[src/rtl/renode_axi_manager_engine_if.sv]
// ---------------------------------------------------------------------------
// renode_axi_manager_engine_if
//
// Purpose:
//   Groups every handshake and bus signal of the AXI manager engine into one
//   bundle. The bundle has three parts:
//     - the command, write-stream, read-stream and completion side, which
//       faces the command source;
//     - the five AXI4 channels, which face the subordinate under test;
//     - the parameters shared by both parts.
//
// Modports:
//   master : the engine's view. It receives commands, write beats and AXI
//            responses, and drives the AXI requests, read beats and
//            completion status.
//   slave  : the environment's view, i.e. the command source plus the
//            subordinate. Every direction is the reverse of master.
//
// Parameters:
//   AddressWidth       : width of cmd_addr, awaddr and araddr
//   DataWidth          : width of all data ports (power of two, >= 8)
//   TransactionIdWidth : width of the ID fields
// ---------------------------------------------------------------------------
interface renode_axi_manager_engine_if #(
  parameter int AddressWidth       = 32,
  parameter int DataWidth          = 32,
  parameter int TransactionIdWidth = 8
);
  localparam int StrobeWidth = DataWidth / 8;

  // Command handshake
  logic                          cmd_valid;
  logic                          cmd_ready;
  logic                          cmd_write;
  logic [AddressWidth-1:0]       cmd_addr;
  logic [7:0]                    cmd_len;
  logic [2:0]                    cmd_size;
  logic [TransactionIdWidth-1:0] cmd_id;

  // Write-data stream from the command source
  logic                          wr_valid;
  logic                          wr_ready;
  logic [DataWidth-1:0]          wr_data;
  logic [StrobeWidth-1:0]        wr_strb;

  // Read-data stream towards the command source
  logic                          rd_valid;
  logic                          rd_ready;
  logic [DataWidth-1:0]          rd_data;
  logic                          rd_last;

  // Completion status
  logic                          done_valid;
  logic [1:0]                    done_resp;
  logic                          done_proto_err;

  // AXI write-address channel
  logic [TransactionIdWidth-1:0] awid;
  logic [AddressWidth-1:0]       awaddr;
  logic [7:0]                    awlen;
  logic [2:0]                    awsize;
  logic [1:0]                    awburst;
  logic                          awvalid;
  logic                          awready;

  // AXI write-data channel
  logic [DataWidth-1:0]          wdata;
  logic [StrobeWidth-1:0]        wstrb;
  logic                          wlast;
  logic                          wvalid;
  logic                          wready;

  // AXI write-response channel
  logic [TransactionIdWidth-1:0] bid;
  logic [1:0]                    bresp;
  logic                          bvalid;
  logic                          bready;

  // AXI read-address channel
  logic [TransactionIdWidth-1:0] arid;
  logic [AddressWidth-1:0]       araddr;
  logic [7:0]                    arlen;
  logic [2:0]                    arsize;
  logic [1:0]                    arburst;
  logic                          arvalid;
  logic                          arready;

  // AXI read-data channel
  logic [TransactionIdWidth-1:0] rid;
  logic [DataWidth-1:0]          rdata;
  logic [1:0]                    rresp;
  logic                          rlast;
  logic                          rvalid;
  logic                          rready;

  modport master (
    input  cmd_valid, cmd_write, cmd_addr, cmd_len, cmd_size, cmd_id,
    output cmd_ready,
    input  wr_valid, wr_data, wr_strb,
    output wr_ready,
    output rd_valid, rd_data, rd_last,
    input  rd_ready,
    output done_valid, done_resp, done_proto_err,
    output awid, awaddr, awlen, awsize, awburst, awvalid,
    input  awready,
    output wdata, wstrb, wlast, wvalid,
    input  wready,
    input  bid, bresp, bvalid,
    output bready,
    output arid, araddr, arlen, arsize, arburst, arvalid,
    input  arready,
    input  rid, rdata, rresp, rlast, rvalid,
    output rready
  );

  modport slave (
    output cmd_valid, cmd_write, cmd_addr, cmd_len, cmd_size, cmd_id,
    input  cmd_ready,
    output wr_valid, wr_data, wr_strb,
    input  wr_ready,
    input  rd_valid, rd_data, rd_last,
    output rd_ready,
    input  done_valid, done_resp, done_proto_err,
    input  awid, awaddr, awlen, awsize, awburst, awvalid,
    output awready,
    input  wdata, wstrb, wlast, wvalid,
    output wready,
    output bid, bresp, bvalid,
    input  bready,
    input  arid, araddr, arlen, arsize, arburst, arvalid,
    output arready,
    output rid, rdata, rresp, rlast, rvalid,
    input  rready
  );
endinterface

[src/rtl/renode_axi_manager_engine.sv]
// ---------------------------------------------------------------------------
// renode_axi_manager_engine
//
// Purpose:
//   AXI4 manager that turns one simple command into one INCR burst. Only one
//   transaction is outstanding at a time.
//
//   Commands are checked when they are accepted. A command is rejected when:
//     - its address is misaligned,
//     - its beat size is too wide for the data bus, or
//     - its burst crosses a 4 KiB boundary.
//   A rejected command never reaches the bus and completes with SLVERR.
//
//   Write beats flow straight from the wr_* stream to the AXI W channel.
//   Read beats flow straight from the AXI R channel to the rd_* stream.
//
//   Completion is a one-cycle done_valid pulse. It carries:
//     - the worst response seen during the burst, and
//     - a flag for responder protocol violations (ID mismatch, misplaced
//       rlast).
//
// Ports:
//   aclk_i     : clock
//   areset_n_i : asynchronous, active-low reset
//   bus_io     : renode_axi_manager_engine_if.master. It carries the command,
//                write-stream, read-stream and completion signals, plus all
//                five AXI channels.
// ---------------------------------------------------------------------------
module renode_axi_manager_engine #(
  parameter int AddressWidth       = 32,
  parameter int DataWidth          = 32,
  parameter int TransactionIdWidth = 8
) (
  input logic                         aclk_i,
  input logic                         areset_n_i,
  renode_axi_manager_engine_if.master bus_io
);
  localparam int StrobeWidth = DataWidth / 8;

  typedef enum logic [2:0] {
    IDLE,
    AW,
    W,
    B,
    AR,
    R,
    DONE
  } state_e;

  state_e                        state_q, state_d;
  logic                          readyArm_q;
  logic [AddressWidth-1:0]       addr_q, addr_d;
  logic [7:0]                    len_q, len_d;
  logic [2:0]                    size_q, size_d;
  logic [TransactionIdWidth-1:0] id_q, id_d;
  logic [8:0]                    beatCount_q, beatCount_d;
  logic [1:0]                    doneResp_q, doneResp_d;
  logic                          protoErr_q, protoErr_d;

  logic        cmdFire;
  logic        cmdReject;
  logic        lastBeat;
  logic        wFire;
  logic        rFire;
  logic [31:0] sizeBytes;
  logic [31:0] burstEnd;
  logic        misaligned;
  logic        tooWide;
  logic        crosses4k;

  // Command validation is evaluated on the raw command inputs so that the
  // accept/reject decision is made on the same edge that accepts the command.
  // Only the low 12 address bits matter for both alignment and the 4 KiB
  // check. The arithmetic is done at 32 bits, so the largest possible burst
  // end (4095 + 256 * 128) cannot wrap.
  always_comb begin
    sizeBytes  = 32'd1 << bus_io.cmd_size;
    misaligned = ({20'd0, bus_io.cmd_addr[11:0]} & (sizeBytes - 32'd1)) != 32'd0;
    tooWide    = sizeBytes > 32'(StrobeWidth);
    burstEnd   = {20'd0, bus_io.cmd_addr[11:0]}
               + ((32'(bus_io.cmd_len) + 32'd1) << bus_io.cmd_size);
    crosses4k  = burstEnd > 32'd4096;
    cmdReject  = misaligned | tooWide | crosses4k;
  end

  // readyArm_q keeps cmd_ready low until the first clock edge after reset is
  // released. Without it, cmd_ready would follow the reset state of the FSM.
  assign cmdFire  = (state_q == IDLE) && readyArm_q && bus_io.cmd_valid;
  assign lastBeat = (beatCount_q == {1'b0, len_q});
  assign wFire    = (state_q == W) && bus_io.wr_valid && bus_io.wready;
  assign rFire    = (state_q == R) && bus_io.rvalid && bus_io.rd_ready;

  // State register. Reset drops straight back to IDLE, which abandons any
  // burst in flight without producing a done pulse.
  always_ff @(posedge aclk_i or negedge areset_n_i) begin
    if (!areset_n_i) begin
      state_q    <= IDLE;
      readyArm_q <= 1'b0;
    end else begin
      state_q    <= state_d;
      readyArm_q <= 1'b1;
    end
  end

  // Next-state logic.
  // Each bus phase moves on only after its own handshake completes, so
  // address and data are never overlapped.
  always_comb begin
    state_d = state_q;
    unique case (state_q)
      IDLE: begin
        if (cmdFire) begin
          if (cmdReject) begin
            state_d = DONE;
          end else if (bus_io.cmd_write) begin
            state_d = AW;
          end else begin
            state_d = AR;
          end
        end
      end
      AW:      if (bus_io.awready) state_d = W;
      W:       if (wFire && lastBeat) state_d = B;
      B:       if (bus_io.bvalid) state_d = DONE;
      AR:      if (bus_io.arready) state_d = R;
      R:       if (rFire && lastBeat) state_d = DONE;
      DONE:    state_d = IDLE;
      default: state_d = IDLE;
    endcase
  end

  // Output logic. Valids and readies are decoded purely from the state, and
  // the data-stream handshakes are passed through only in their own phase.
  // Because of that decoding, an asynchronous reset removes them at once.
  always_comb begin
    bus_io.cmd_ready  = 1'b0;
    bus_io.awvalid    = 1'b0;
    bus_io.wvalid     = 1'b0;
    bus_io.wr_ready   = 1'b0;
    bus_io.wlast      = 1'b0;
    bus_io.bready     = 1'b0;
    bus_io.arvalid    = 1'b0;
    bus_io.rready     = 1'b0;
    bus_io.rd_valid   = 1'b0;
    bus_io.rd_last    = 1'b0;
    bus_io.done_valid = 1'b0;
    unique case (state_q)
      IDLE: bus_io.cmd_ready = readyArm_q;
      AW:   bus_io.awvalid = 1'b1;
      W: begin
        bus_io.wvalid   = bus_io.wr_valid;
        bus_io.wr_ready = bus_io.wready;
        bus_io.wlast    = lastBeat;
      end
      B:    bus_io.bready = 1'b1;
      AR:   bus_io.arvalid = 1'b1;
      R: begin
        bus_io.rd_valid = bus_io.rvalid;
        bus_io.rready   = bus_io.rd_ready;
        bus_io.rd_last  = lastBeat;
      end
      DONE: bus_io.done_valid = 1'b1;
      default: ;
    endcase
  end

  // Datapath next-state logic.
  // The command fields are captured at acceptance, and so are the cleared
  // status and beat counter. The status bits are sticky across the burst:
  //   - the response keeps its worst value;
  //   - the protocol error flag, once set, stays set.
  // Both hold until the next command is accepted.
  always_comb begin
    addr_d      = addr_q;
    len_d       = len_q;
    size_d      = size_q;
    id_d        = id_q;
    beatCount_d = beatCount_q;
    doneResp_d  = doneResp_q;
    protoErr_d  = protoErr_q;
    unique case (state_q)
      IDLE: begin
        if (cmdFire) begin
          addr_d      = bus_io.cmd_addr;
          len_d       = bus_io.cmd_len;
          size_d      = bus_io.cmd_size;
          id_d        = bus_io.cmd_id;
          beatCount_d = 9'd0;
          doneResp_d  = cmdReject ? 2'b10 : 2'b00;
          protoErr_d  = 1'b0;
        end
      end
      W: begin
        if (wFire) beatCount_d = beatCount_q + 9'd1;
      end
      B: begin
        if (bus_io.bvalid) begin
          doneResp_d = bus_io.bresp;
          if (bus_io.bid != id_q) protoErr_d = 1'b1;
        end
      end
      R: begin
        if (rFire) begin
          beatCount_d = beatCount_q + 9'd1;
          if (bus_io.rresp > doneResp_q) doneResp_d = bus_io.rresp;
          if ((bus_io.rid != id_q) || (bus_io.rlast != lastBeat)) protoErr_d = 1'b1;
        end
      end
      default: ;
    endcase
  end

  // Datapath registers, cleared together with the FSM.
  always_ff @(posedge aclk_i or negedge areset_n_i) begin
    if (!areset_n_i) begin
      addr_q      <= '0;
      len_q       <= '0;
      size_q      <= '0;
      id_q        <= '0;
      beatCount_q <= '0;
      doneResp_q  <= '0;
      protoErr_q  <= 1'b0;
    end else begin
      addr_q      <= addr_d;
      len_q       <= len_d;
      size_q      <= size_d;
      id_q        <= id_d;
      beatCount_q <= beatCount_d;
      doneResp_q  <= doneResp_d;
      protoErr_q  <= protoErr_d;
    end
  end

  // Both address channels share the registered command fields.
  assign bus_io.awid    = id_q;
  assign bus_io.awaddr  = addr_q;
  assign bus_io.awlen   = len_q;
  assign bus_io.awsize  = size_q;
  assign bus_io.awburst = 2'b01;
  assign bus_io.arid    = id_q;
  assign bus_io.araddr  = addr_q;
  assign bus_io.arlen   = len_q;
  assign bus_io.arsize  = size_q;
  assign bus_io.arburst = 2'b01;

  // Zero-latency data pass-through; the valids above qualify these.
  assign bus_io.wdata   = bus_io.wr_data;
  assign bus_io.wstrb   = bus_io.wr_strb;
  assign bus_io.rd_data = bus_io.rdata;

  assign bus_io.done_resp      = doneResp_q;
  assign bus_io.done_proto_err = protoErr_q;
endmodule

[src/flat_wrapper.sv]
// flat-port wrapper written by rule: the top's interface ports become plain ports
module renode_axi_manager_engine_flat 
#(
  parameter int AddressWidth       = 32,
  parameter int DataWidth          = 32,
  parameter int TransactionIdWidth = 8
)
  (aclk_i, areset_n_i, bus_io_cmd_valid, bus_io_cmd_write, bus_io_cmd_addr, bus_io_cmd_len, bus_io_cmd_size, bus_io_cmd_id, bus_io_cmd_ready, bus_io_wr_valid, bus_io_wr_data, bus_io_wr_strb, bus_io_wr_ready, bus_io_rd_valid, bus_io_rd_data, bus_io_rd_last, bus_io_rd_ready, bus_io_done_valid, bus_io_done_resp, bus_io_done_proto_err, bus_io_awid, bus_io_awaddr, bus_io_awlen, bus_io_awsize, bus_io_awburst, bus_io_awvalid, bus_io_awready, bus_io_wdata, bus_io_wstrb, bus_io_wlast, bus_io_wvalid, bus_io_wready, bus_io_bid, bus_io_bresp, bus_io_bvalid, bus_io_bready, bus_io_arid, bus_io_araddr, bus_io_arlen, bus_io_arsize, bus_io_arburst, bus_io_arvalid, bus_io_arready, bus_io_rid, bus_io_rdata, bus_io_rresp, bus_io_rlast, bus_io_rvalid, bus_io_rready);
  renode_axi_manager_engine_if #(.AddressWidth(AddressWidth), .DataWidth(DataWidth), .TransactionIdWidth(TransactionIdWidth)) bus_io_i ();
  input logic aclk_i;
  input logic areset_n_i;
  input wire logic [$bits(bus_io_i.cmd_valid)-1:0] bus_io_cmd_valid;
  input wire logic [$bits(bus_io_i.cmd_write)-1:0] bus_io_cmd_write;
  input wire logic [$bits(bus_io_i.cmd_addr)-1:0] bus_io_cmd_addr;
  input wire logic [$bits(bus_io_i.cmd_len)-1:0] bus_io_cmd_len;
  input wire logic [$bits(bus_io_i.cmd_size)-1:0] bus_io_cmd_size;
  input wire logic [$bits(bus_io_i.cmd_id)-1:0] bus_io_cmd_id;
  output wire logic [$bits(bus_io_i.cmd_ready)-1:0] bus_io_cmd_ready;
  input wire logic [$bits(bus_io_i.wr_valid)-1:0] bus_io_wr_valid;
  input wire logic [$bits(bus_io_i.wr_data)-1:0] bus_io_wr_data;
  input wire logic [$bits(bus_io_i.wr_strb)-1:0] bus_io_wr_strb;
  output wire logic [$bits(bus_io_i.wr_ready)-1:0] bus_io_wr_ready;
  output wire logic [$bits(bus_io_i.rd_valid)-1:0] bus_io_rd_valid;
  output wire logic [$bits(bus_io_i.rd_data)-1:0] bus_io_rd_data;
  output wire logic [$bits(bus_io_i.rd_last)-1:0] bus_io_rd_last;
  input wire logic [$bits(bus_io_i.rd_ready)-1:0] bus_io_rd_ready;
  output wire logic [$bits(bus_io_i.done_valid)-1:0] bus_io_done_valid;
  output wire logic [$bits(bus_io_i.done_resp)-1:0] bus_io_done_resp;
  output wire logic [$bits(bus_io_i.done_proto_err)-1:0] bus_io_done_proto_err;
  output wire logic [$bits(bus_io_i.awid)-1:0] bus_io_awid;
  output wire logic [$bits(bus_io_i.awaddr)-1:0] bus_io_awaddr;
  output wire logic [$bits(bus_io_i.awlen)-1:0] bus_io_awlen;
  output wire logic [$bits(bus_io_i.awsize)-1:0] bus_io_awsize;
  output wire logic [$bits(bus_io_i.awburst)-1:0] bus_io_awburst;
  output wire logic [$bits(bus_io_i.awvalid)-1:0] bus_io_awvalid;
  input wire logic [$bits(bus_io_i.awready)-1:0] bus_io_awready;
  output wire logic [$bits(bus_io_i.wdata)-1:0] bus_io_wdata;
  output wire logic [$bits(bus_io_i.wstrb)-1:0] bus_io_wstrb;
  output wire logic [$bits(bus_io_i.wlast)-1:0] bus_io_wlast;
  output wire logic [$bits(bus_io_i.wvalid)-1:0] bus_io_wvalid;
  input wire logic [$bits(bus_io_i.wready)-1:0] bus_io_wready;
  input wire logic [$bits(bus_io_i.bid)-1:0] bus_io_bid;
  input wire logic [$bits(bus_io_i.bresp)-1:0] bus_io_bresp;
  input wire logic [$bits(bus_io_i.bvalid)-1:0] bus_io_bvalid;
  output wire logic [$bits(bus_io_i.bready)-1:0] bus_io_bready;
  output wire logic [$bits(bus_io_i.arid)-1:0] bus_io_arid;
  output wire logic [$bits(bus_io_i.araddr)-1:0] bus_io_araddr;
  output wire logic [$bits(bus_io_i.arlen)-1:0] bus_io_arlen;
  output wire logic [$bits(bus_io_i.arsize)-1:0] bus_io_arsize;
  output wire logic [$bits(bus_io_i.arburst)-1:0] bus_io_arburst;
  output wire logic [$bits(bus_io_i.arvalid)-1:0] bus_io_arvalid;
  input wire logic [$bits(bus_io_i.arready)-1:0] bus_io_arready;
  input wire logic [$bits(bus_io_i.rid)-1:0] bus_io_rid;
  input wire logic [$bits(bus_io_i.rdata)-1:0] bus_io_rdata;
  input wire logic [$bits(bus_io_i.rresp)-1:0] bus_io_rresp;
  input wire logic [$bits(bus_io_i.rlast)-1:0] bus_io_rlast;
  input wire logic [$bits(bus_io_i.rvalid)-1:0] bus_io_rvalid;
  output wire logic [$bits(bus_io_i.rready)-1:0] bus_io_rready;
  assign bus_io_i.cmd_valid = bus_io_cmd_valid;
  assign bus_io_i.cmd_write = bus_io_cmd_write;
  assign bus_io_i.cmd_addr = bus_io_cmd_addr;
  assign bus_io_i.cmd_len = bus_io_cmd_len;
  assign bus_io_i.cmd_size = bus_io_cmd_size;
  assign bus_io_i.cmd_id = bus_io_cmd_id;
  assign bus_io_cmd_ready = bus_io_i.cmd_ready;
  assign bus_io_i.wr_valid = bus_io_wr_valid;
  assign bus_io_i.wr_data = bus_io_wr_data;
  assign bus_io_i.wr_strb = bus_io_wr_strb;
  assign bus_io_wr_ready = bus_io_i.wr_ready;
  assign bus_io_rd_valid = bus_io_i.rd_valid;
  assign bus_io_rd_data = bus_io_i.rd_data;
  assign bus_io_rd_last = bus_io_i.rd_last;
  assign bus_io_i.rd_ready = bus_io_rd_ready;
  assign bus_io_done_valid = bus_io_i.done_valid;
  assign bus_io_done_resp = bus_io_i.done_resp;
  assign bus_io_done_proto_err = bus_io_i.done_proto_err;
  assign bus_io_awid = bus_io_i.awid;
  assign bus_io_awaddr = bus_io_i.awaddr;
  assign bus_io_awlen = bus_io_i.awlen;
  assign bus_io_awsize = bus_io_i.awsize;
  assign bus_io_awburst = bus_io_i.awburst;
  assign bus_io_awvalid = bus_io_i.awvalid;
  assign bus_io_i.awready = bus_io_awready;
  assign bus_io_wdata = bus_io_i.wdata;
  assign bus_io_wstrb = bus_io_i.wstrb;
  assign bus_io_wlast = bus_io_i.wlast;
  assign bus_io_wvalid = bus_io_i.wvalid;
  assign bus_io_i.wready = bus_io_wready;
  assign bus_io_i.bid = bus_io_bid;
  assign bus_io_i.bresp = bus_io_bresp;
  assign bus_io_i.bvalid = bus_io_bvalid;
  assign bus_io_bready = bus_io_i.bready;
  assign bus_io_arid = bus_io_i.arid;
  assign bus_io_araddr = bus_io_i.araddr;
  assign bus_io_arlen = bus_io_i.arlen;
  assign bus_io_arsize = bus_io_i.arsize;
  assign bus_io_arburst = bus_io_i.arburst;
  assign bus_io_arvalid = bus_io_i.arvalid;
  assign bus_io_i.arready = bus_io_arready;
  assign bus_io_i.rid = bus_io_rid;
  assign bus_io_i.rdata = bus_io_rdata;
  assign bus_io_i.rresp = bus_io_rresp;
  assign bus_io_i.rlast = bus_io_rlast;
  assign bus_io_i.rvalid = bus_io_rvalid;
  assign bus_io_rready = bus_io_i.rready;
  renode_axi_manager_engine #(.AddressWidth(AddressWidth), .DataWidth(DataWidth), .TransactionIdWidth(TransactionIdWidth)) u_core (.aclk_i(aclk_i), .areset_n_i(areset_n_i), .bus_io(bus_io_i));
endmodule
[config.mk]
export PLATFORM = sky130hd
export DESIGN_NAME = renode_axi_manager_engine_flat
export DESIGN_NICKNAME = d
export VERILOG_FILES = /design/src/rtl/renode_axi_manager_engine_if.sv /design/src/rtl/renode_axi_manager_engine.sv /design/src/flat_wrapper.sv
export SDC_FILE = /design/constraint.sdc
export NUM_CORES = 1
export LEC_CHECK = 0
export ABC_CLOCK_PERIOD_IN_PS = 2840
export CAP_MARGIN = 40
export CORE_AREA = 2 2 133 135
export CTS_CLUSTER_DIAMETER = 150
export DETAILED_ROUTE_END_ITERATION = 8
export DIE_AREA = 0 0 135 137
export PLACE_DENSITY_LB_ADDON = 0.08
export REMOVE_ABC_BUFFERS = 1
export SETUP_SLACK_MARGIN = 0.4
export SLEW_MARGIN = 30
export SYNTH_ARGS = -nofsm -noshare
export SYNTH_HDL_FRONTEND = slang
export SYNTH_SLANG_ARGS = --single-unit
[constraint.sdc]
create_clock -name aclk_i -period 2.84 [get_ports aclk_i]
set_input_delay 0.852 -clock aclk_i [delete_from_list [all_inputs] [get_ports aclk_i]]
set_output_delay 0.852 -clock aclk_i [all_outputs]
set_load 0.05 [all_outputs]
# --- Word-level counts from Yosys, hierarchy flattened ---
# Index checks and enable logic that the tools add are counted.
classes:
  n_eq_ne: 21
  muxes: 36
  n_reduce_logical: 18
  order_cmp: 3
  bitwise: 3
  shift: 2
  addsub: 4
op_table:
  columns: ["cell", "n"]
  rows:
  - ["12-bit by 32-bit adder with 32-bit output", 1]
  - ["12-bit by 32-bit AND with 32-bit output", 1]
  - ["32-bit by 13-bit > comparator with 1-bit output, second input constant", 1]
  - ["32-bit by 3-bit > comparator with 1-bit output, second input constant", 1]
  - ["32-bit nonzero test", 1]
  - ["1-bit by 3-bit left shift with 32-bit output, first input constant", 1]
  - ["32-bit by 3-bit left shift with 32-bit output", 1]
  - ["32-bit by 1-bit subtractor with 32-bit output, second input constant", 1]
  - ["9-bit two-way mux", 3]
  - ["9-bit one-hot mux with 3 select lines", 1]
  - ["3-bit two-way mux", 8]
  - ["3-bit one-hot mux with 6 select lines", 1]
  - ["1-bit two-way mux", 16]
  - ["8-bit != test", 2]
  - ["2-bit != test, second input constant", 7]
  - ["6-bit AND reduction", 2]
  - ["2-bit two-way mux", 5]
  - ["8-bit by 1-bit adder with 9-bit output, second input constant", 1]
  - ["9-bit by 1-bit adder with 9-bit output, second input constant", 1]
  - ["3-bit == test, second input constant", 3]
  - ["9-bit by 8-bit == test with 1-bit output", 1]
  - ["1-bit logical AND", 8]
  - ["2-bit by 1-bit != test with 1-bit output, second input constant", 4]
  - ["3-bit by 2-bit == test with 1-bit output, second input constant", 2]
  - ["other kinds (12)", 14]
totals:
  regBits: 67
  in_bits: 151
  output_inout_bits: 188

# --- Depth between registers and ports, before layout ---
# Gate-level depths: netlist (run 1).
logic_depth:
  ltp_word: 9
  mapped_depth: 18
  ltp_nobuf: 18

# --- Worst setup path after synthesis (run 1) ---
# No wires, ideal clock.
synth_path:
  path_kind: "input -> register"
  from: "input port bus_io_cmd_size[0]"
  to: "register u_core.doneResp_q[1] (netlist: u_core.bus_io.done_resp[1])"
  path_slack_ps: -1166
  cell_stages: 17
  arrival_ps: 3873
  setup_time_ps: 133
  cell_sequence: "clkbuf_1 > clkinv_1 > nor2_1 > a21oi_1 > o21ai_0 > nor2_1 > nor3_1 > a21oi_1 > ha_1 > inv_2 > a2111oi_4 > o21ai_1 > or4_1 > nor4_2 > a31oi_1 > o221ai_1 > o21ai_1"
synth_via:
  elab_chain_len: 9
  word_cells_on_any_way: 13
synth_rtl:
  columns: ["element", "line", "text"]
  rows:
  - ["start, declared", "flat_wrapper.sv:16", "input wire logic [$bits(bus_io_i.cmd_size)-1:0] bus_io_cmd_size;"]
  - ["branches (longest 5 deep; another with 12-bit by 32-bit adder with 32-bit output)", null, null]
  - ["1-bit OR (*)", "renode_axi_manager_engine.sv:83", "cmdReject = misaligned | tooWide | crosses4k;"]
  - ["2-bit two-way mux (*)", "renode_axi_manager_engine.sv:189", "doneResp_d = cmdReject ? 2'b10 : 2'b00;"]
  - ["2-bit two-way mux (*)", "renode_axi_manager_engine.sv:183", "if (cmdFire) begin"]
  - ["2-bit one-hot mux with 3 select lines (*)", "renode_axi_manager_engine.sv:181", "unique case (state_q)"]
  - ["end signal, assigned", "renode_axi_manager_engine.sv:229", "doneResp_q <= doneResp_d;"]
  - ["end, declared", "renode_axi_manager_engine.sv:57", "logic [1:0] doneResp_q, doneResp_d;"]
# Every way passes the cells marked *. The select of a mux whose other input is x is not followed.
# A chain may end at the register's enable or synchronous reset.

# --- Worst setup path in the final report (run 1) ---
layout_path:
  from: "input port bus_io_cmd_len[1]"
  to: "register u_core.doneResp_q[1] (netlist: u_core.bus_io.done_resp[1])"
layout_via:
  elab_chain_len: 8
layout_rtl:
  columns: ["element", "line", "text"]
  rows:
  - ["start, declared", "flat_wrapper.sv:15", "input wire logic [$bits(bus_io_i.cmd_len)-1:0] bus_io_cmd_len;"]
  - ["8-bit by 1-bit adder with 9-bit output", "renode_axi_manager_engine.sv:81", "+ ((32'(bus_io.cmd_len) + 32'd1) << bus_io.cmd_size);"]
  - ["32-bit by 3-bit left shift with 32-bit output", "renode_axi_manager_engine.sv:81", null]
  - ["12-bit by 32-bit adder with 32-bit output", "renode_axi_manager_engine.sv:81", null]
  - ["32-bit by 13-bit > comparator with 1-bit output", "renode_axi_manager_engine.sv:82", "crosses4k = burstEnd > 32'd4096;"]
  - ["1-bit OR", "renode_axi_manager_engine.sv:83", null]
  - ["2-bit two-way mux", "renode_axi_manager_engine.sv:189", null]
  - ["2-bit two-way mux", "renode_axi_manager_engine.sv:183", null]
  - ["2-bit one-hot mux with 3 select lines", "renode_axi_manager_engine.sv:181", null]
# No other way between the ends. The select of a mux whose other input is x is not followed.

==> flow_metrics.py, run 1 <==
metrics = {
    "status": {
        "status": "finished, violations left",
        "violations": "setup timing",
    },
    "sta": {
        "tns_ns": -3.28,
        "finalCritPeriodShare": 1.30,
        "hold_viol": 0,
        "final_max_slew_viol_count": 0,
        "setup_viol": 4,
        "fmax_mhz": 272,
        "tightest_slew_ns": 0.717,
        "fin_crit_ns": 3.68,
        "slew_headroom": 0.522,
        "rsz0062_at_grt": "yes",
        "hold_ws_ns": 0.499,
        "fin_ws_ns": -0.839,
        "fin_skew_ns": 0.0106,
    },
    "worst_setup_path": {
        "crit_required_ns": 3.05,
        "critPathKind": "in -> reg",
        "cp-start-kind": "input port",
        "worstRegToRegCells": 10,
        "cp_data_arrival_time_ns": 3.89,
        "worstReg2RegStart": "u_core.beatCount_q[5]",
        "critPathCaptureType": "flop",
        "cp_max_fo": 4,
        "rrSetupSlack_ns": 0.54,
        "reg2reg_to": "u_core.state_q[0]",
    },
    "placed_design": {
        "place.gp.congestion": 0.866,
        "place_worst_setup_slack_ns": -1.83,
        "placed_cell_area_um2": 7280,
        "portBuffers": 198,
        "hpwl_um": 19300,
    },
    "power": {
        "leakage_nw": 3.69,
        "ir_worst_vdd_mv": 0.738,
        "clock_power_share": 0.121,
        "switching_power_mw": 4.88,
        "switching_share": 0.535,
        "p_comb_frac": 0.676,
        "powerDensity_nw_per_um2": 1130,
        "intPower_mw": 4.24,
        "seq_power_share": 0.204,
    },
    "clock_tree": {
        "clock_sinks": 67,
        "tritoncts": "done",
        "clkLatencyLatePin_ns": 0.34,
        "cts_max_level": 3,
        "numCtsBuffers": 9,
        "root_buffer": "clkbuf_16",
        "path_clk_slew_ns": 0.06,
        "hold_buffers": 0,
        "ctsLongestPathBuffers": 2,
    },
    "yosys": {
        "synth_edf_count": 0,
        "yosys_warnings": 0,
        "netlist_instances": 580,
        "syn_area_um2": 5300,
        "yosys.cell_types.count": 59,
        "synth.avg_cell_area_um2": 9.14,
        "postSynth.topFlopCell": "dfrtp_1",
        "ys_seq_area_frac": 0.316,
        "synthArstFlopShare": 1.00,
        "yosysTopAreaCell": "dfrtp_1",
        "ys_ff_latch": 67,
        "synth_area_leaders": "dfrtp_1 (32%), buf_4 (18%), mux2_2 (10%)",
        "synth_top_area_share": 0.316,
    },
    "grt": {
        "grt_antenna_before_repair": 0,
        "track_usage": 0.242,
        "grt_pass1_vias": 4707,
        "grt.overflow.total": 0,
        "grt_start_max_net_pins": 56,
        "grt_pass1_wl_um": 31800,
    },
    "drt": {
        "wl_per_cell_um": 23.5,
        "drc": 0,
        "drt_pre_antenna_iters": 4,
        "num_vias": 4796,
        "totalWireLength_um": 23100,
        "drt_iter0_markers": 233,
        "viasPerCell": 4.88,
        "ant_nets": 0,
    },
    "finish": {
        "antenna_cells": 0,
        "syn2layout_area_growth_pct": 52.3,
        "final_common_cell": "clkdlybuf4s50_1",
        "final_cell_mix": "clkdlybuf4s50_1 (125), buf_4 (99), dfrtp_1 (65), mux2_2 (48), dlygate4sd2_1 (42)",
        "design_area_um2": 8070,
        "final_nets": 925,
        "drive_above_1_share": 0.328,
    },
    "die": {
        "num_rows": 48,
        "fp.dieH_um": 137,
        "die_area_um2": 18500,
        "die_width_um": 135,
        "num_io_pins": 339,
        "core_area_um2": 17100,
        "initial_core_util": 0.311,
    },
    "min_path": {
        "hp-class": "in -> async",
    },
    "job": {
        "cap_violations": 0,
    },
}
sequential cells by signal, indices dropped and copies added (netlist names):
signal and cells:
u_core.bus_io.araddr 32, u_core.bus_io.arsize 3, u_core.bus_io.arlen 8, u_core.readyArm_q 1
u_core.bus_io.arid 8, u_core.beatCount_q 9, u_core.bus_io.done_resp 2, u_core.state_q 3
u_core.bus_io.done_proto_err 1
power by group through the flow:
stage          combinational (mW)  clock (mW)  sequential, mW
2_1_floorplan                1.20           0            4.44
5_1_grt                      6.44        1.17            1.93
3_5_place_dp                 6.09           0            1.92
3_3_place_gp                 6.08           0            1.89
6_report                     6.16        1.10            1.86
4_1_cts                      6.06        1.13            1.89
cell type report:
| class | count | area, um^2 |
|---|---|---|
| Clock buffer | 11 | 233 |
| Clock inverter | 4 | 52.6 |
| Fill cell | 1653 | 8990 |
| Inverter | 10 | 40.0 |
| Multi-Input combinational cell | 364 | 2930 |
| Sequential cell | 67 | 1680 |
| Tap cell | 225 | 282 |
| Timing Repair Buffer | 302 | 2850 |
Yosys cell counts (2+ instances only):
master and count:
o22ai_1 4, nor2b_1 8, mux2i_1 4, conb_1 2
o21a_1 3, nor2_1 38, o211ai_1 5, o21ai_0 37
xor2_1 11, inv_1 7, o221ai_1 2, xnor2_1 22
mux2_2 48, and3_1 11, a21oi_1 24, a41oi_1 2
a21boi_0 3, o2bb2ai_1 2, nand2b_1 7, a31oi_1 6
buf_4 124, nand4_1 13, or4_1 2, a21o_1 5
o21ai_1 4, o21bai_1 2, a221oi_1 2, nand2_1 34
a2bb2oi_1 3, nor4_1 3, ha_1 19, clkinv_1 2
clkbuf_1 17, nand3_1 9, dfrtp_1 67, nor3_1 5
critical path, cell delays in order:
cell and delay, ns:
buf_8 0.10, ha_4 0.17, buf_4 0.16, xnor2_4 0.16, nand2_1 0.07, and3_1 0.18, a31oi_2 0.19, nor2_2 0.07
ha_4 0.18, buf_4 0.15, a21oi_4 0.13, o21a_1 0.12, a2bb2oi_1 0.08, or4_4 0.55, nor4_4 0.33, a31oi_4 0.15
o221ai_2 0.14, o21ai_1 0.09
cell families after synthesis:
family | after synthesis | synth area share
simple gates | 137 | 0.129
xor+xnor | 33 | 0.0545
fa+ha+maj | 20 | 0.0486
compound gates | 116 | 0.143
buf+inv | 152 | 0.196
other cells | 2 | 0.00142
flops | 67 | 0.316
mux | 53 | 0.112
how the worst max path moves through the flow:
stage / slack, ns / endpoint / start / cells past startpoint
detailed placement: -1.83 / u_core.bus_io.done_resp[1] / bus_io_cmd_len[0] / 18
CTS: -0.84 / u_core.bus_io.done_resp[1] / bus_io_cmd_len[1] / 19
global route: -1.0 / u_core.bus_io.done_resp[1] / bus_io_cmd_len[1] / 20
finish: -0.84 / u_core.bus_io.done_resp[1] / bus_io_cmd_len[1] / 18
floorplan: -1.54 / u_core.state_q[0] / u_core.state_q[1] / 8
global placement: -1.76 / u_core.state_q[0] / bus_io_cmd_len[0] / 16
through the flow:
stage	power, mW	utilization	std cells
global placement	7.97	0.427	945
floorplan	5.64	-	441
detailed placement	8.01	0.427	945
global route	9.54	0.473	983
finish	9.12	0.473	983
CTS	9.08	0.459	975
metal layers:
| metal | vias up | GRT usage | part of all wire |
|---|---|---|---|
| li1 | 2268 | - | - |
| met1 | 2268 | 0.205 | 0.30 |
| met2 | 232 | 0.424 | 0.50 |
| met3 | 28 | 0.197 | 0.18 |
| met4 | 0 | 0.0793 | 0.028 |
| met5 | - | 0 | 0 |
timing repair:
| action | in CTS | in global routing |
|---|---|---|
| pin swaps | 32 | 15 |
| resized for setup | 130 | 42 |
| cloned | 0 | 0 |
| setup buffers | 15 | 8 |
| endpoints found under the setup margin | 48 | 25 |
Note: power is estimated with default switching activity, not from simulation.
==> inputs of run 2 (changes only) <==
==> constraint.sdc (replaced) <==
create_clock -name aclk_i -period 2.84 [get_ports aclk_i]
set_input_delay 0.426 -clock aclk_i [delete_from_list [all_inputs] [get_ports aclk_i]]
set_output_delay 0.426 -clock aclk_i [all_outputs]
set_load 0.05 [all_outputs]
==> run 2 against run 1 <==
- the run still ends with setup timing left
- final cell count fell by 2.1%
- sequential cell count unchanged
- sequential power hardly changed
- highest routed layer unchanged
- non-clock buffer count decreased by 22
- setup slack improved by 0.46 ns
==> flow_metrics.py, run 2 (synthesized netlist as in run 1, its figures left out) <==
metrics = {
    "sta": {
        "hold_viol": 0,
        "slew_headroom": 0.513,
        "tightest_slew_ns": 0.730,
        "fmax_mhz": 311,
        "fin_ws_ns": -0.376,
        "setup_viol": 4,
        "fin_skew_ns": 0.00791,
        "rsz0062_at_grt": "yes",
        "finalCritPeriodShare": 1.13,
        "fin_crit_ns": 3.22,
        "final_max_slew_viol_count": 0,
        "hold_ws_ns": 0.0273,
    },
    "worst_setup_path": {
        "cp_data_arrival_time_ns": 3.44,
        "critPathKind": "in -> reg",
        "critPathCaptureType": "flop",
        "rrSetupSlack_ns": 0.40,
        "reg2reg_to": "u_core.state_q[0]",
        "cp-start-kind": "input port",
        "worstReg2RegStart": "u_core.state_q[2]",
        "crit_required_ns": 3.06,
        "worstRegToRegCells": 8,
        "cp_max_fo": 4,
    },
    "finish": {
        "seqCellArea_um2": 1680,
        "final_nets": 903,
        "fill_cells": 1685,
        "post-route-util": 0.457,
        "syn2layout_area_growth_pct": 47.2,
        "final_cell_mix": "clkdlybuf4s50_1 (175), buf_4 (79), dfrtp_1 (67), mux2_2 (48), nand2_1 (31)",
        "final_common_cell": "clkdlybuf4s50_1",
        "antenna_cells": 0,
        "drive_above_1_share": 0.289,
        "largest_reg_flops": 32,
        "multi_input_area_um2": 2890,
    },
    "grt": {
        "track_usage": 0.241,
        "grt.overflow.total": 0,
        "grt_antenna_before_repair": 0,
        "grt_start_max_net_pins": 56,
        "grt_pass1_vias": 4585,
        "grt_pass1_wl_um": 31800,
    },
    "drt": {
        "viasPerCell": 4.88,
        "drt_pre_antenna_iters": 4,
        "totalWireLength_um": 22600,
        "wl_per_cell_um": 23.5,
        "drc": 0,
        "ant_nets": 0,
        "drt_iter0_markers": 170,
        "num_vias": 4697,
    },
    "placed_design": {
        "place.gp.congestion": 0.854,
        "place_worst_setup_slack_ns": -1.38,
        "portBuffers": 198,
        "hpwl_um": 19200,
    },
    "clock_tree": {
        "cts_max_level": 3,
        "tritoncts": "done",
        "path_clk_slew_ns": 0.06,
        "clock_sinks": 67,
        "root_buffer": "clkbuf_16",
        "numCtsBuffers": 9,
        "clkLatencyLatePin_ns": 0.34,
        "hold_buffers": 0,
        "ctsLongestPathBuffers": 2,
    },
    "status": {
        "status": "finished, violations left",
        "violations": "setup timing",
    },
    "power": {
        "powerDensity_nw_per_um2": 1170,
        "leakage_nw": 3.32,
        "ir_worst_vdd_mv": 0.704,
    },
    "min_path": {
        "hp-class": "in -> async",
    },
    "die": {
        "num_rows": 48,
        "core_area_um2": 17100,
        "die_area_um2": 18500,
        "die_width_um": 135,
        "initial_core_util": 0.311,
        "num_io_pins": 339,
        "fp.dieH_um": 137,
    },
    "job": {
        "cap_violations": 0,
    },
}
[run 2: changes by cell type in the layout (fill, tap and decap cells not counted), moves of 4 or more]
cell / before / now
and3_1: 6 / 10
dlymetal6s2s_1: 11 / 0
clkdlybuf4s50_1: 125 / 175
and3_4: 5 / 1
buf_12: 11 / 1
dlygate4sd2_1: 42 / 10
buf_4: 99 / 79
[run 2: worst max-delay path by stage]
stage | startpoint | to | slack, ns
final | bus_io_cmd_len[0] | u_core.state_q[0] | -0.38
after global placement | bus_io_cmd_len[0] | u_core.state_q[0] | -1.32
after detailed placement | bus_io_cmd_len[0] | u_core.state_q[0] | -1.38
after CTS | bus_io_cmd_len[1] | u_core.bus_io.done_resp[1] | -0.46
after floorplan | u_core.state_q[1] | u_core.state_q[0] | -1.54
after global routing | bus_io_cmd_len[0] | u_core.state_q[0] | -0.56
[run 2: metrics by stage]
| stage | setup TNS (ns) | power (mW) | instances | instance area (um^2) |
|---|---|---|---|---|
| global placement | -5.19 | 7.88 | 934 | 7100 |
| floorplan | -57.51 | 5.64 | 441 | 4310 |
| global route | -2.03 | 9.55 | 962 | 7800 |
| CTS | -1.68 | 9.17 | 958 | 7700 |
| detailed placement | -5.43 | 7.92 | 935 | 7120 |
| finish | -1.38 | 9.12 | 962 | 7800 |
[run 2: critical path: stages]
cell      delay (ns)
buf_8           0.10
ha_4            0.17
buf_6           0.13
xnor2_4         0.14
nand2_1         0.07
and3_1          0.17
a31oi_2         0.19
nor2_2          0.07
ha_4            0.18
a211oi_4        0.25
buf_4           0.16
o211ai_1        0.12
a311o_1         0.38
a31oi_1         0.20
xor2_1          0.11
a31oi_2         0.27
o21ai_2         0.11
o21a_1          0.19
[run 2: power by group]
part	switching (mW)	internal, mW	total [mW]
Combinational	3.91	2.19	6.10
Clock	0.429	0.730	1.16
Sequential	0.482	1.38	1.86
Total	4.82	4.30	9.12
[run 2: layer usage]
layer  global-route usage  up-vias  share of wire
met5                    0        -              0
met4               0.0660        0          0.019
met3                0.198       15           0.18
met2                0.420      235           0.51
met1                0.211     2210           0.29
li1                     -     2237              -
[run 2: area by class of cell]
class                           instances  share of cell area
Multi-Input combinational cell        364               0.370
Timing Repair Buffer                  280               0.334
Sequential cell                        67               0.215
Tap cell                              225              0.0361
Clock buffer                           11              0.0324
Clock inverter                          5             0.00770
Inverter                               10             0.00497
[run 2: what timing repair did]
action / 4_1_cts / 5_1_grt
pin swaps: 36 / 21
setup buffers: 7 / 4
gates resized for setup: 102 / 24
endpoints found under the setup margin: 13 / 11
hold endpoints to repair: 0 / 0
==> inputs of run 3 (changes only) <==
ABC_CLOCK_PERIOD_IN_PS = default   (was 2840)
==> results of run 3 <==
The final DEF is identical to that of run 2; final timing and power are the same.
